--- config.mk ---
export PLATFORM = sky130hd
export DESIGN_NAME = mem_arbiter
export DESIGN_NICKNAME = d
export VERILOG_FILES = /design/src/rtl/mem_arb_pkg.sv /design/src/rtl/mem_arb_starve_ctr.sv /design/src/rtl/mem_arbiter.sv
export SDC_FILE = /design/constraint.sdc
export NUM_CORES = 1
export LEC_CHECK = 0
export BUFFER_PORTS_ARGS = -buffer_cell sky130_fd_sc_hd__buf_2
export CORE_MARGIN = 2
export CORE_UTILIZATION = 27
export DETAILED_ROUTE_END_ITERATION = 16
export PLACE_DENSITY = 0.85
export SYNTH_ARGS = -nofsm -noshare
export SYNTH_HDL_FRONTEND = slang
export SYNTH_SLANG_ARGS = --single-unit
--- constraint.sdc ---
create_clock -name clk -period 1.7 [get_ports clk]
set_clock_uncertainty 0.15 [all_clocks]
set_input_delay 0.34 -clock clk [delete_from_list [all_inputs] [get_ports clk]]
set_output_delay 0.34 -clock clk [all_outputs]
set_load 0.02 [all_outputs]
--- src/rtl/mem_arb_pkg.sv ---
// Shared definitions for the two-requester RAM arbiter: default widths,
// starvation limit and the read-response owner encoding.
package mem_arb_pkg;

  localparam int DEF_ADDR_W       = 10;
  localparam int DEF_DATA_W       = 16;
  localparam int DEF_STARVE_LIMIT = 4;

  typedef enum logic [1:0] {
    OWN_NONE = 2'd0,
    OWN_CPU  = 2'd1,
    OWN_IO   = 2'd2
  } owner_t;

  // Owner of the response that the RAM returns one cycle after this grant.
  function automatic owner_t next_owner(input logic cpu_gnt, input logic cpu_we,
                                        input logic io_gnt, input logic io_we);
    if (cpu_gnt && !cpu_we) return OWN_CPU;
    if (io_gnt && !io_we)   return OWN_IO;
    return OWN_NONE;
  endfunction

endpackage

--- src/rtl/mem_arb_starve_ctr.sv ---
// Starvation counter for the IO master. Counts consecutive cycles in which
// IO requests but is denied, saturating at STARVE_LIMIT; once saturated it
// asks the arbiter to hand the next access to IO.
module mem_arb_starve_ctr import mem_arb_pkg::*; #(
  parameter int STARVE_LIMIT = DEF_STARVE_LIMIT
) (
  input  logic clk,
  input  logic reset,
  input  logic io_req,
  input  logic io_gnt,
  output logic force_io
);

  localparam int CNT_W = $clog2(STARVE_LIMIT + 1);
  localparam logic [CNT_W-1:0] LIMIT_V = CNT_W'(STARVE_LIMIT);

  logic [CNT_W-1:0] r_cnt;
  logic [CNT_W-1:0] w_cnt_next;

  // Next count: clear when IO is served or stops asking, else saturating +1.
  always_comb begin
    w_cnt_next = r_cnt;
    if (!io_req || io_gnt) begin
      w_cnt_next = '0;
    end else if (r_cnt != LIMIT_V) begin
      w_cnt_next = r_cnt + CNT_W'(1);
    end
  end

  // Counter register.
  always_ff @(posedge clk or posedge reset) begin
    if (reset) begin
      r_cnt <= '0;
    end else begin
      r_cnt <= w_cnt_next;
    end
  end

  assign force_io = (r_cnt == LIMIT_V);

endmodule

--- src/rtl/mem_arbiter.sv ---
// Two-requester arbiter in front of a single-port synchronous RAM.
// CPU has fixed priority; read data (one-cycle latency) is steered back to
// whichever requester issued the read. Define MEM_ARB_STARVE_EN to add the
// IO starvation guard (mem_arb_starve_ctr).
module mem_arbiter import mem_arb_pkg::*; #(
  parameter int ADDR_W       = DEF_ADDR_W,
  parameter int DATA_W       = DEF_DATA_W,
  parameter int STARVE_LIMIT = DEF_STARVE_LIMIT
) (
  input  logic              clk,
  input  logic              reset,
  input  logic              cpu_req,
  input  logic              cpu_we,
  input  logic [ADDR_W-1:0] cpu_addr,
  input  logic [DATA_W-1:0] cpu_wdata,
  output logic              cpu_gnt,
  output logic              cpu_rvalid,
  output logic [DATA_W-1:0] cpu_rdata,
  input  logic              io_req,
  input  logic              io_we,
  input  logic [ADDR_W-1:0] io_addr,
  input  logic [DATA_W-1:0] io_wdata,
  output logic              io_gnt,
  output logic              io_rvalid,
  output logic [DATA_W-1:0] io_rdata,
  output logic              ram_we,
  output logic [ADDR_W-1:0] ram_addr,
  output logic [DATA_W-1:0] ram_wdata,
  input  logic [DATA_W-1:0] ram_rdata
);

  if (STARVE_LIMIT < 1) begin : g_bad_limit
    $error("mem_arbiter: STARVE_LIMIT must be at least 1");
  end

  logic   w_force_io;
  owner_t r_rsp_owner;
  owner_t w_rsp_owner_next;

`ifdef MEM_ARB_STARVE_EN
  mem_arb_starve_ctr #(
    .STARVE_LIMIT (STARVE_LIMIT)
  ) u_starve_ctr (
    .clk      (clk),
    .reset    (reset),
    .io_req   (io_req),
    .io_gnt   (io_gnt),
    .force_io (w_force_io)
  );
`else
  // Strict CPU priority: IO is never forced through.
  assign w_force_io = 1'b0;
`endif

  // Grant: CPU wins unless IO is being forced; nothing is granted in reset.
  always_comb begin
    cpu_gnt = 1'b0;
    io_gnt  = 1'b0;
    if (!reset) begin
      cpu_gnt = cpu_req & ~w_force_io;
      io_gnt  = io_req & (~cpu_req | w_force_io);
    end
  end

  // RAM mux: granted requester's fields, all zero when idle.
  always_comb begin
    ram_we    = 1'b0;
    ram_addr  = '0;
    ram_wdata = '0;
    if (cpu_gnt) begin
      ram_we    = cpu_we;
      ram_addr  = cpu_addr;
      ram_wdata = cpu_wdata;
    end else if (io_gnt) begin
      ram_we    = io_we;
      ram_addr  = io_addr;
      ram_wdata = io_wdata;
    end
  end

  // Response owner for the data the RAM presents next cycle.
  always_comb begin
    w_rsp_owner_next = next_owner(cpu_gnt, cpu_we, io_gnt, io_we);
  end

  // Response owner register; reset drops any in-flight read response.
  always_ff @(posedge clk or posedge reset) begin
    if (reset) begin
      r_rsp_owner <= OWN_NONE;
    end else begin
      r_rsp_owner <= w_rsp_owner_next;
    end
  end

  assign cpu_rvalid = (r_rsp_owner == OWN_CPU);
  assign io_rvalid  = (r_rsp_owner == OWN_IO);
  assign cpu_rdata  = ram_rdata;
  assign io_rdata   = ram_rdata;

endmodule

==> metrics list, run 1 <==
- During placement, the flow inserted port buffers numbering 88.
- Count of boundary I/O pins: 137
* Cell Count Post-Placement: 161
* Growth of design area from synthesis to finish: 38.30%
- By instance count, the cell type seen most on the critical path is sky130_fd_sc_hd__buf_2.
* WL final: 2486 µm
* CP max FO: 19
- Buffer depth of the longest clock path: 2
* Largest net degree at the start of global routing: 22
* Period Utilization, post-route: 0.9838
* Cell-by-cell listing of the critical path: buf_2 -> nor2b_2 -> buf_12 -> a32o_1 -> buf_2
- In this run the worst hold path is classified as input pin to flop.
- Routed Antenna Nets: 0
* Worst setup path class: input pin to primary output
- After legalization and detailed placement, the total HPWL measured 2094 µm.
* Compound-cell area share of the yosys netlist: 0.3830
- Setup repair after global routing could not meet its margin everywhere.
- The floorplan step defined a core boundary enclosing 2477 µm².
- Ratio of routed vias to standard cells: 5.127
- After synthesis, the share of cell area in mux cells is 0.
- The run finished with clean final reports.
- Overall overflow remaining after global route: 0
- After layout, the minimum clock period comes to 1672 ps.
* Final hold vios: 0
- Headroom to the max-slew limit came out at 0.8679.
* Maximum Capacitance Violations: 0
- Largest register FFs: 2
* Fin nets: 211
* Global-route wire length before repair: 3098 µm
- Remaining design rule violation count: 0
- Final design area excluding fillers: 975.9 µm²
* Clock buffer count from CTS: 3
* Horiz. Die Dim: 55.13 µm
- Highest ir drop seen on vdd: 0.2231 mV
* Ys Warns: 0
* Buffer type at the clock tree root: sky130_fd_sc_hd__clkbuf_4
- Main combinational cell family by area after synthesis: buffers and inverters
* Register clock-pin slew on the reported worst setup and hold paths: 30 ps
- CTS built an H-tree with a depth of 1.
- Place WS: 17.01 ps
- Destination of the worst hold path: r_rsp_owner[0]
- Iteration-0 DRC count of the detailed router: 23
- Number of standard-cell rows in the floorplan: 18
- The die is 55.13 µm tall.
- STA puts the critical path data arrival time at 1180 ps.
- Initial core utilization: 0.2848
- Router iterations before antenna repair: 6
- Flop and latch count out of synthesis: 2
- In the final layout, the registers with the most flip-flops are r_rsp_owner (2).
* Antenna violations before repair: 0
- Across every metal layer, demand over resource in global routing totals 0.1452.
- In this run the power density over the cells is 427.0 nW/µm².
- Register with the most flip-flops: r_rsp_owner
- Data on the critical path is required at its endpoint by 1210 ps.
* Post-Route Setup TNS: 0 ps
- Static power due to leakage: 0.5515 nW
* Master of the slowest instance on the critical path: sky130_fd_sc_hd__a32o_1
* Finished Layout Cells: 165
- Count of final setup violators: 0
* Number of stages on the worst hold path: 2
- Fin. max-slew vios: 0
* PnR Total Power: 416.8 µW
- Post-layout util: 0.3939
- Mean cell area of the mapped netlist: 9.047 µm²
- Via count of the routed design: 846
* Worst Tran Pin Value: 197.3 ps
- Based on the critical path, the design can be clocked at up to 597.9 MHz.
- The cell count after synthesis came out at 78.
* Routability congestion estimate from global placement: 0.7302
- Adder-cell share of the synthesized area: 0
* Crit path setup slack, layout: 27.52 ps
- The cell family contributing the most delay on the critical path is buffers and inverters.
* Post-placement cell area: 939.7 µm²
- Synthesis instantiated 11 different standard cells from the library.
- The worst setup path is captured at a primary output.
* Syn_nets: 152
- Share of post-route cells with drive strength above 1: 0.7481
- Share of synthesized area occupied by flip-flops and latches: 0.07092
- Of the total synthesized cell area, the portion taken by AND, OR, NAND and NOR gates is 0.07801.
- The via count of the first global-routing pass is 700.
* Number of antenna diodes: 0
- STA classifies the critical path startpoint as an input pin.
- Clk sink count: 2
- Maximum single-stage delay on the critical path: 260 ps
* TritonCTS clock tree: done
* Worst path bufs/invs: 3
- Dividing the detail-routed wire length by the instance count gives 15.07 µm.
- Hold is met by 137.7 ps.
* Post-synthesis instance area: 705.7 µm²
- The die covers 3039 µm².
* Source of the worst hold timing path: cpu_we
- Of the total synthesized cell area, the portion taken by XOR and XNOR cells is 0.
==> report_power, final <==
group	internal (mW)	leakage [nW]	switching, mW	total, mW
Combinational	0.127	0.511	0.136	0.263
Sequential	0.0495	0.0272	0.000608	0.0501
Clock	0.0778	0.0138	0.0257	0.104
==> routing by layer <==
| layer | wire [µm] | vias up | global-route usage |
|---|---|---|---|
| met2 | 1302 | 73 | 0.3016 |
| met3 | 317 | 4 | 0.03763 |
| met4 | 14 | 0 | 0.04065 |
| li1 | - | 389 | - |
| met1 | 850 | 380 | 0.1353 |
| met5 | 0 | - | 0 |
==> kinds of logic after synthesis <==
group | count (synthesis)
AOI/OAI and AO/OA | 27
buffers and inverters | 42
DFF | 2
and+or+nand+nor | 7
==> repair_timing <==
| item | in CTS | in global routing |
|---|---|---|
| setup buffers | 0 | 0 |
| hold buffers | 1 | 0 |
| gates resized for setup | 0 | 1 |
| endpoints found under the hold margin | 2 | 0 |
| setup endpoints to repair | 0 | 6 |
==> final cells by class <==
class | instances | area [µm²]
clock buffers | 3 | 22.52
fillers | 270 | 1501
inverters | 1 | 3.754
multi-input cells | 34 | 325.3
flip-flops and latches | 2 | 50.05
well taps | 30 | 37.54
repair buffers | 95 | 536.8
==> cell usage in the layout (no fill, tap or decap) <==
cell type and count:
sky130_fd_sc_hd__buf_2 88, sky130_fd_sc_hd__inv_2 1, sky130_fd_sc_hd__dfrtp_1 2, sky130_fd_sc_hd__buf_12 3, sky130_fd_sc_hd__clkbuf_4 3, sky130_fd_sc_hd__a32o_1 27
sky130_fd_sc_hd__dlygate4sd3_1 1, sky130_fd_sc_hd__and2_1 1, sky130_fd_sc_hd__buf_6 1, sky130_fd_sc_hd__nor2b_2 2, sky130_fd_sc_hd__nor3b_2 1, sky130_fd_sc_hd__buf_4 2
sky130_fd_sc_hd__nor2b_1 3
==> synthesized netlist by cell type (all sizes together) <==
cell type / number / area, µm²
buf: 41 / 326.5
a32o: 27 / 270.3
and2: 1 / 6.260
inv: 1 / 3.750
nor2b: 5 / 36.29
nor3b: 1 / 12.51
dfrtp: 2 / 50.05
==> how the worst max path moves through the flow <==
stage                        from       endpoint  slack (ps)  cells past startpoint
after global placement     io_req    ram_addr[9]          30                      5
after floorplan            io_req  ram_wdata[10]         160                      4
after CTS                  io_req    ram_addr[3]          10                      5
final                      io_req   ram_wdata[0]          30                      5
after detailed placement   io_req    ram_addr[3]          20                      5
after global routing      cpu_req   ram_wdata[0]          -3                      5
No activity file was read; power rests on OpenSTA's default activity.
==> run 2: changes to the inputs <==
- ABC_AREA: unset -> 1
- CORE_UTILIZATION: 27 -> 30
- PLACE_DENSITY: 0.85 -> 0.88
==> run 2 against run 1 <==
Against the previous run:
- global-route usage increased by 0.75 points
- synthesized cell count increased by 74%
- first-iteration DRC count increased by 4.3%
- sequential cell count unchanged
- wire length decreased by 4.2%
==> metrics list, run 2 <==
- Buffer depth of the longest clock path: 2
- Count of final setup violators: 0
- Once the clock tree was built, the resizer swapped 0 gates to a different size.
* Arrival time at the worst endpoint: 1110 ps
- Status: finished, final reports clean
- The first global-routing pass estimated 3981 µm of wire.
* Number of standard-cell rows in the floorplan: 18
* Share of post-route cells with drive strength above 1: 0.5365
- Of the synthesized area, sequential elements account for 0.06250.
- Initial core utilization: 0.3203
* Routed Antenna Nets: 0
* Largest regs: r_rsp_owner (2)
- Most frequent cells in the layout: 88 x sky130_fd_sc_hd__buf_2, 52 x sky130_fd_sc_hd__nand2_1, 27 x sky130_fd_sc_hd__nand4_1
- Required time at the worst-slack endpoint: 1210 ps
* Die height: 55.67 µm
- Final hold vios: 0
* Crit path setup slack, layout: 97.10 ps
- Top-area cell type share of the netlist area: 0.3188
- After clock tree synthesis, the clock-pin slew on the worst setup and hold paths is 30 ps.
- Flop and latch count out of synthesis: 2
- Via count of the routed design: 1,035
* Master of the slowest instance on the critical path: sky130_fd_sc_hd__buf_4
- Clock buffer count from CTS: 3
- Post-detail-place hpwl: 1862 µm
- The total overflow left after global routing is 0.
- Setup repair after global routing missed its margin: no
- Derived from the worst setup path, the maximum achievable clock frequency is 623.9 MHz.
- In the post-synthesis netlist, the biggest area contributors are sky130_fd_sc_hd__buf_4 32%, sky130_fd_sc_hd__nand2_1 24%, sky130_fd_sc_hd__nand4_1 21%.
* Worst-case headroom to the max-slew limit: 0.8218
* Maximum Capacitance Violations: 0
- Class of the tightest hold or removal check: input pin to async pin
- From left edge to right edge, the die measures 55.67 µm.
- Max layer used: met4
* Number of unique standard cell types used by synthesis: 12
* CP max FO: 11
- Avg WL per Cell: 10.73 µm
- The number of antenna diodes in the final layout is 0.
* Via count of the first global-routing pass: 954
- Averaged over all synthesized cells, the footprint is 5.888 µm².
- Post-synthesis instance area: 800.8 µm²
* Synth async-reset ratio: 1.000
- Largest net degree at the start of global routing: 29
- Summed over all nets, wire length on met3 after detailed routing comes to 183 µm.
* Cell area power density: 394.0 nW/µm²
- Antenna violations before repair: 0
* Largest register FFs: 2
* Place WS: 101.0 ps
* PnR Total Power: 431.9 µW
- Fin. max-slew vios: 0
- In the finished design, the share of the clock period the worst path needs comes to 0.9429.
- The worst setup path is captured at a primary output.
- Main synth FF type: sky130_fd_sc_hd__dfrtp_1
* Count of boundary I/O pins: 137
* Most frequently used cell type in the post-synthesis netlist: sky130_fd_sc_hd__nand2_1
* Router iterations before antenna repair: 4
* Post-synth top cells: 52 x sky130_fd_sc_hd__nand2_1, 34 x sky130_fd_sc_hd__buf_4, 27 x sky130_fd_sc_hd__nand4_1
- The worst setup path is launched from an input pin.
- The number of nets in the synthesized netlist is 210.
- Port Buffers: 88
- For this block, the routed nets add up to 2381 µm of wire.
- The register with the most flip-flops in the final layout is r_rsp_owner.
- The critical path is of the input pin to primary output type.
- Number of levels in the clock H-tree: 1
- All-Layer GR Usage: 0.1527
- Buffer type at the clock tree root: sky130_fd_sc_hd__clkbuf_4
- Routability-driven placement finished with a final weighted congestion of 0.7563.
- In this run, the number of DRC markers left after iteration 0 of detailed routing was 24.
- Fin nets: 268
* Clk sink count: 2
- Cell taking the most area after synthesis: sky130_fd_sc_hd__buf_4
* Maximum single-stage delay on the critical path: 210 ps
* Ys Warns: 0
- By instance count, the cell type seen most on the critical path is sky130_fd_sc_hd__buf_2.
- After detailed routing, the number of remaining DRC violations is 0.
* Number of buffers added to fix hold violations after cts: 0
* M1 WL: 1004 µm
- Instance count of the mapped netlist: 136
- The core region is 2500 µm².
- # Post-CTS Setup Buffers: 0
* TritonCTS clock tree: done
- Highest ir drop seen on vdd: 0.2563 mV
* Post-Route Setup TNS: 0 ps
- After detailed placement, the design holds a cell count of 219.
- Min Clock Period, post-route: 1603 ps
- Relative to the synthesized area, the layout overhead comes to 36.87%.
- In the detailed route, the total length drawn on met2 is 1171 µm.
* Worst Tran Pin Value: 265.3 ps
- After the flow finishes, the layout carries non-filler instances totaling 222.
- In the routed layout, each cell is associated on average with a via count of 4.662.
- Die area: 3099 µm²
* Number of synthesized flops with an enable pin: 0
- Leading cell type in the layout, fill and taps excluded: sky130_fd_sc_hd__buf_2
* Cell-by-cell listing of the critical path: buf_2 -> inv_1 -> buf_4 -> nand4_1 -> nand2_1 -> buf_2
- Static power due to leakage: 0.7282 nW
[run 2: cells by family after synthesis]
| logic type | share of synthesized area |
|---|---|
| simple gates | 0.5188 |
| buf+inv | 0.4187 |
| flops | 0.06250 |
[run 2: per-stage QoR]
stage | hold WS (ps) | utilization | cell area (µm²)
after floorplan | 129.7 | - | 800.8
after global placement | 287.8 | 0.4294 | 1074
after global routing | 51.87 | 0.4384 | 1096
after CTS | 39.54 | 0.4384 | 1096
final | 49.91 | 0.4384 | 1096
after detailed placement | 290.6 | 0.4294 | 1074
[run 2: final cells by class]
cell class | count | area (µm²)
repair buffers | 95 | 555.5
well taps | 30 | 37.54
inverters | 4 | 15.01
multi-input cells | 88 | 415.4
clock buffers | 3 | 22.52
fillers | 296 | 1404
flip-flops and latches | 2 | 50.05
[run 2: worst paths after layout]
kind / start / endpoint
setup / recovery: cpu_req / ram_wdata[9]
hold / removal: reset / r_rsp_owner[1]
max in group asynchronous: reset / r_rsp_owner[0]
min in group clk: io_we / r_rsp_owner[1]
[run 2: power by group]
part | switching, mW | internal, mW
Combinational | 0.153 | 0.121
Clock | 0.0302 | 0.0782
Sequential | 0.000692 | 0.0495
Total | 0.183 | 0.248
[run 2: per-layer routing]
layer  vias to the layer above  track usage
li1                        534            -
met1                       445       0.1818
met2                        46       0.2602
met3                        10      0.04186
met4                         0      0.05575
met5                         -            0
[run 2: critical path: cells and delay by family]
kind	cells	cell delay, ps
and+or+nand+nor	2	150
buffers and inverters	4	600
==> run 3: changes to the inputs <==
- MAX_ROUTING_LAYER: unset -> met4
==> run 3 against run 2 <==
Against the previous run:
- core utilization stayed put
- sequential power hardly changed
- highest routed layer unchanged
- sequential cell count is the same
- sequential share of layout area did not move
- final area did not move
- total power barely moved
- combinational power about the same
- clock power barely moved
- largest power group unchanged
==> metrics list, run 3 (synthesis results as in run 2) <==
- Remaining design rule violation count: 0
- Ranked by flip-flop count, first place goes to r_rsp_owner.
- The analysis attributes to net switching a power of 183.4 µW.
- In the finished design, the share of the clock period the worst path needs comes to 0.9428.
* Number of antenna diodes: 0
- Subtracting the final worst setup slack from the clock period gives 1603 ps.
- Summed over all layers, the routed wires come to 2370 µm.
* Kind of start point of the critical path: input pin
* Avg WL per Cell: 10.68 µm
- Routed Antenna Nets: 0
- From synthesis to final layout, the design area changed by 36.87%.
- Across the run, the number of max-cap violations was 0.
* Router iterations before antenna repair: 4
- The flow ran to the end, and the final reports show no timing, DRC or antenna violations.
- Buffers inserted during clock tree synthesis total 3.
- Dividing the detail-routed via count by the number of cells gives 4.662.
* Clk pwr share: 0.251
* Largest regs: r_rsp_owner (2)
* Worst-case headroom to the max-slew limit: 0.8272
* TritonCTS clock tree: done
- The number of slew-limit violations in the final report was 0.
* Switch share: 0.4248
* Setup repair after global routing missed its margin: no
- Power comes to 431.8 µW.
- Number of standard-cell rows in the floorplan: 18
* All-Layer GR Usage: 0.1569
- Number of levels in the clock H-tree: 1
* Largest net degree at the start of global routing: 29
- Combinational group share of total power: 0.633
- CP Capture Type: primary output
- Count of boundary I/O pins: 137
- The number of setup buffers added after CTS is 0.
* Sequential fraction of design power: 0.116
- By startpoint and endpoint, the worst setup path is classified as input pin to primary output.
- Clk sink count: 2
* Highest ir drop seen on vdd: 0.2565 mV
- The most critical setup path has its endpoint at ram_wdata[9].
- Register clock-pin slew on the reported worst setup and hold paths: 30 ps
* Cell area power density: 393.9 nW/µm²
* Arrival time at the worst endpoint: 1110 ps
* Internal Dissipation: 248.4 µW
- The cell sitting at the root of the clock tree is a sky130_fd_sc_hd__clkbuf_4.
- Die height: 55.67 µm
- Buffer depth of the longest clock path: 2
- Post-detail-place hpwl: 1862 µm
- Die area: 3099 µm²
- Initial core utilization: 0.3203
* Global-route wire length before repair: 3988 µm
- Horiz. Die Dim: 55.67 µm
- For the pin with the worst max-slew slack, the measured transition is 257.3 ps.
* Routability congestion estimate from global placement: 0.7662
* Final hold vios: 0
* Number of buffers added to fix hold violations after cts: 0
- The analysis attributes to cell leakage a power of 0.7282 nW.
- In the final layout, the share of cells above drive strength 1 is 0.5365.
* Quantity of gates resized following cts: 0
- Summed over all failing endpoints, the final setup total negative slack is 0 ps.
- The library cell used most frequently in the layout, excluding fill and tap cells, is sky130_fd_sc_hd__buf_2.
* Most frequent cells in the layout: 88 x sky130_fd_sc_hd__buf_2, 52 x sky130_fd_sc_hd__nand2_1, 27 x sky130_fd_sc_hd__nand4_1
- Overall overflow remaining after global route: 0
- Fin nets: 268
* Placeable core region: 2500 µm²
* Worst Setup SP: cpu_req
* Via count of the routed design: 1,035
* Via count of the first global-routing pass: 953
* Count of final setup violators: 0
- Iteration-0 DRC count of the detailed router: 23
* Largest register FFs: 2
- Of all nets on the critical path, the largest fanout is 11.
- Class of the tightest hold or removal check: input pin to async pin
- At the worst endpoint, the required time is 1210 ps.
* Fmax: 623.9 MHz
- Port Buffers: 88
- The initial antenna violation count was 0.
## run 3: cell counts in the layout (fill, tap and decap cells not counted)
No cell type changed its count.
## run 3: worst max-delay path, stage by stage
cell and delay, ps:
sky130_fd_sc_hd__buf_2 90, sky130_fd_sc_hd__inv_1 150, sky130_fd_sc_hd__buf_4 210, sky130_fd_sc_hd__nand4_1 90, sky130_fd_sc_hd__nand2_1 60, sky130_fd_sc_hd__buf_2 150
## run 3: how the worst min path moves through the flow
stage | from | endpoint | depth (start not counted)
CTS | reset | r_rsp_owner[1] | 3
finish | reset | r_rsp_owner[1] | 3
global placement | reset | r_rsp_owner[1] | 3
floorplan | reset | r_rsp_owner[0] | 2
detailed placement | reset | r_rsp_owner[1] | 3
global route | reset | r_rsp_owner[1] | 3
## run 3: through the flow
stage / setup slack, ps / util / instance area, µm² / hold slack (ps) / std cells
finish: 97.19 / 0.4384 / 1096 / 53.73 / 222
detailed placement: 101.0 / 0.4294 / 1074 / 290.6 / 219
CTS: 100.4 / 0.4384 / 1096 / 39.54 / 222
floorplan: 225.9 / - / 800.8 / 129.7 / 136
global placement: 112.7 / 0.4294 / 1074 / 287.8 / 219
global route: 3.111 / 0.4384 / 1096 / 51.87 / 222
## run 3: per-layer routing
layer | track usage | vias to the layer above | share of wire
met5 | - | - | 0
met4 | 0.05575 | 0 | 0.0059
met3 | 0.03953 | 8 | 0.074
met2 | 0.2602 | 46 | 0.50
met1 | 0.1832 | 447 | 0.42
li1 | - | 534 | -
## run 3: power by group through the flow
| stage | Sequential, mW | Clock, mW | Combinational (mW) |
|---|---|---|---|
| 6_report | 0.0502 | 0.108 | 0.273 |
| 5_1_grt | 0.0504 | 0.126 | 0.299 |
| 4_1_cts | 0.0502 | 0.117 | 0.275 |
| 3_5_place_dp | 0.0507 | 0 | 0.274 |
| 3_3_place_gp | 0.0506 | 0 | 0.272 |
| 2_1_floorplan | 0.0506 | 0 | 0.251 |
## run 3: cell type report
| class | count | area (µm²) |
|---|---|---|
| Multi-Input combinational cell | 88 | 415.4 |
| Inverter | 4 | 15.01 |
| Sequential cell | 2 | 50.05 |
| Tap cell | 30 | 37.54 |
| Fill cell | 296 | 1404 |
| Timing Repair Buffer | 95 | 555.5 |
| Clock buffer | 3 | 22.52 |
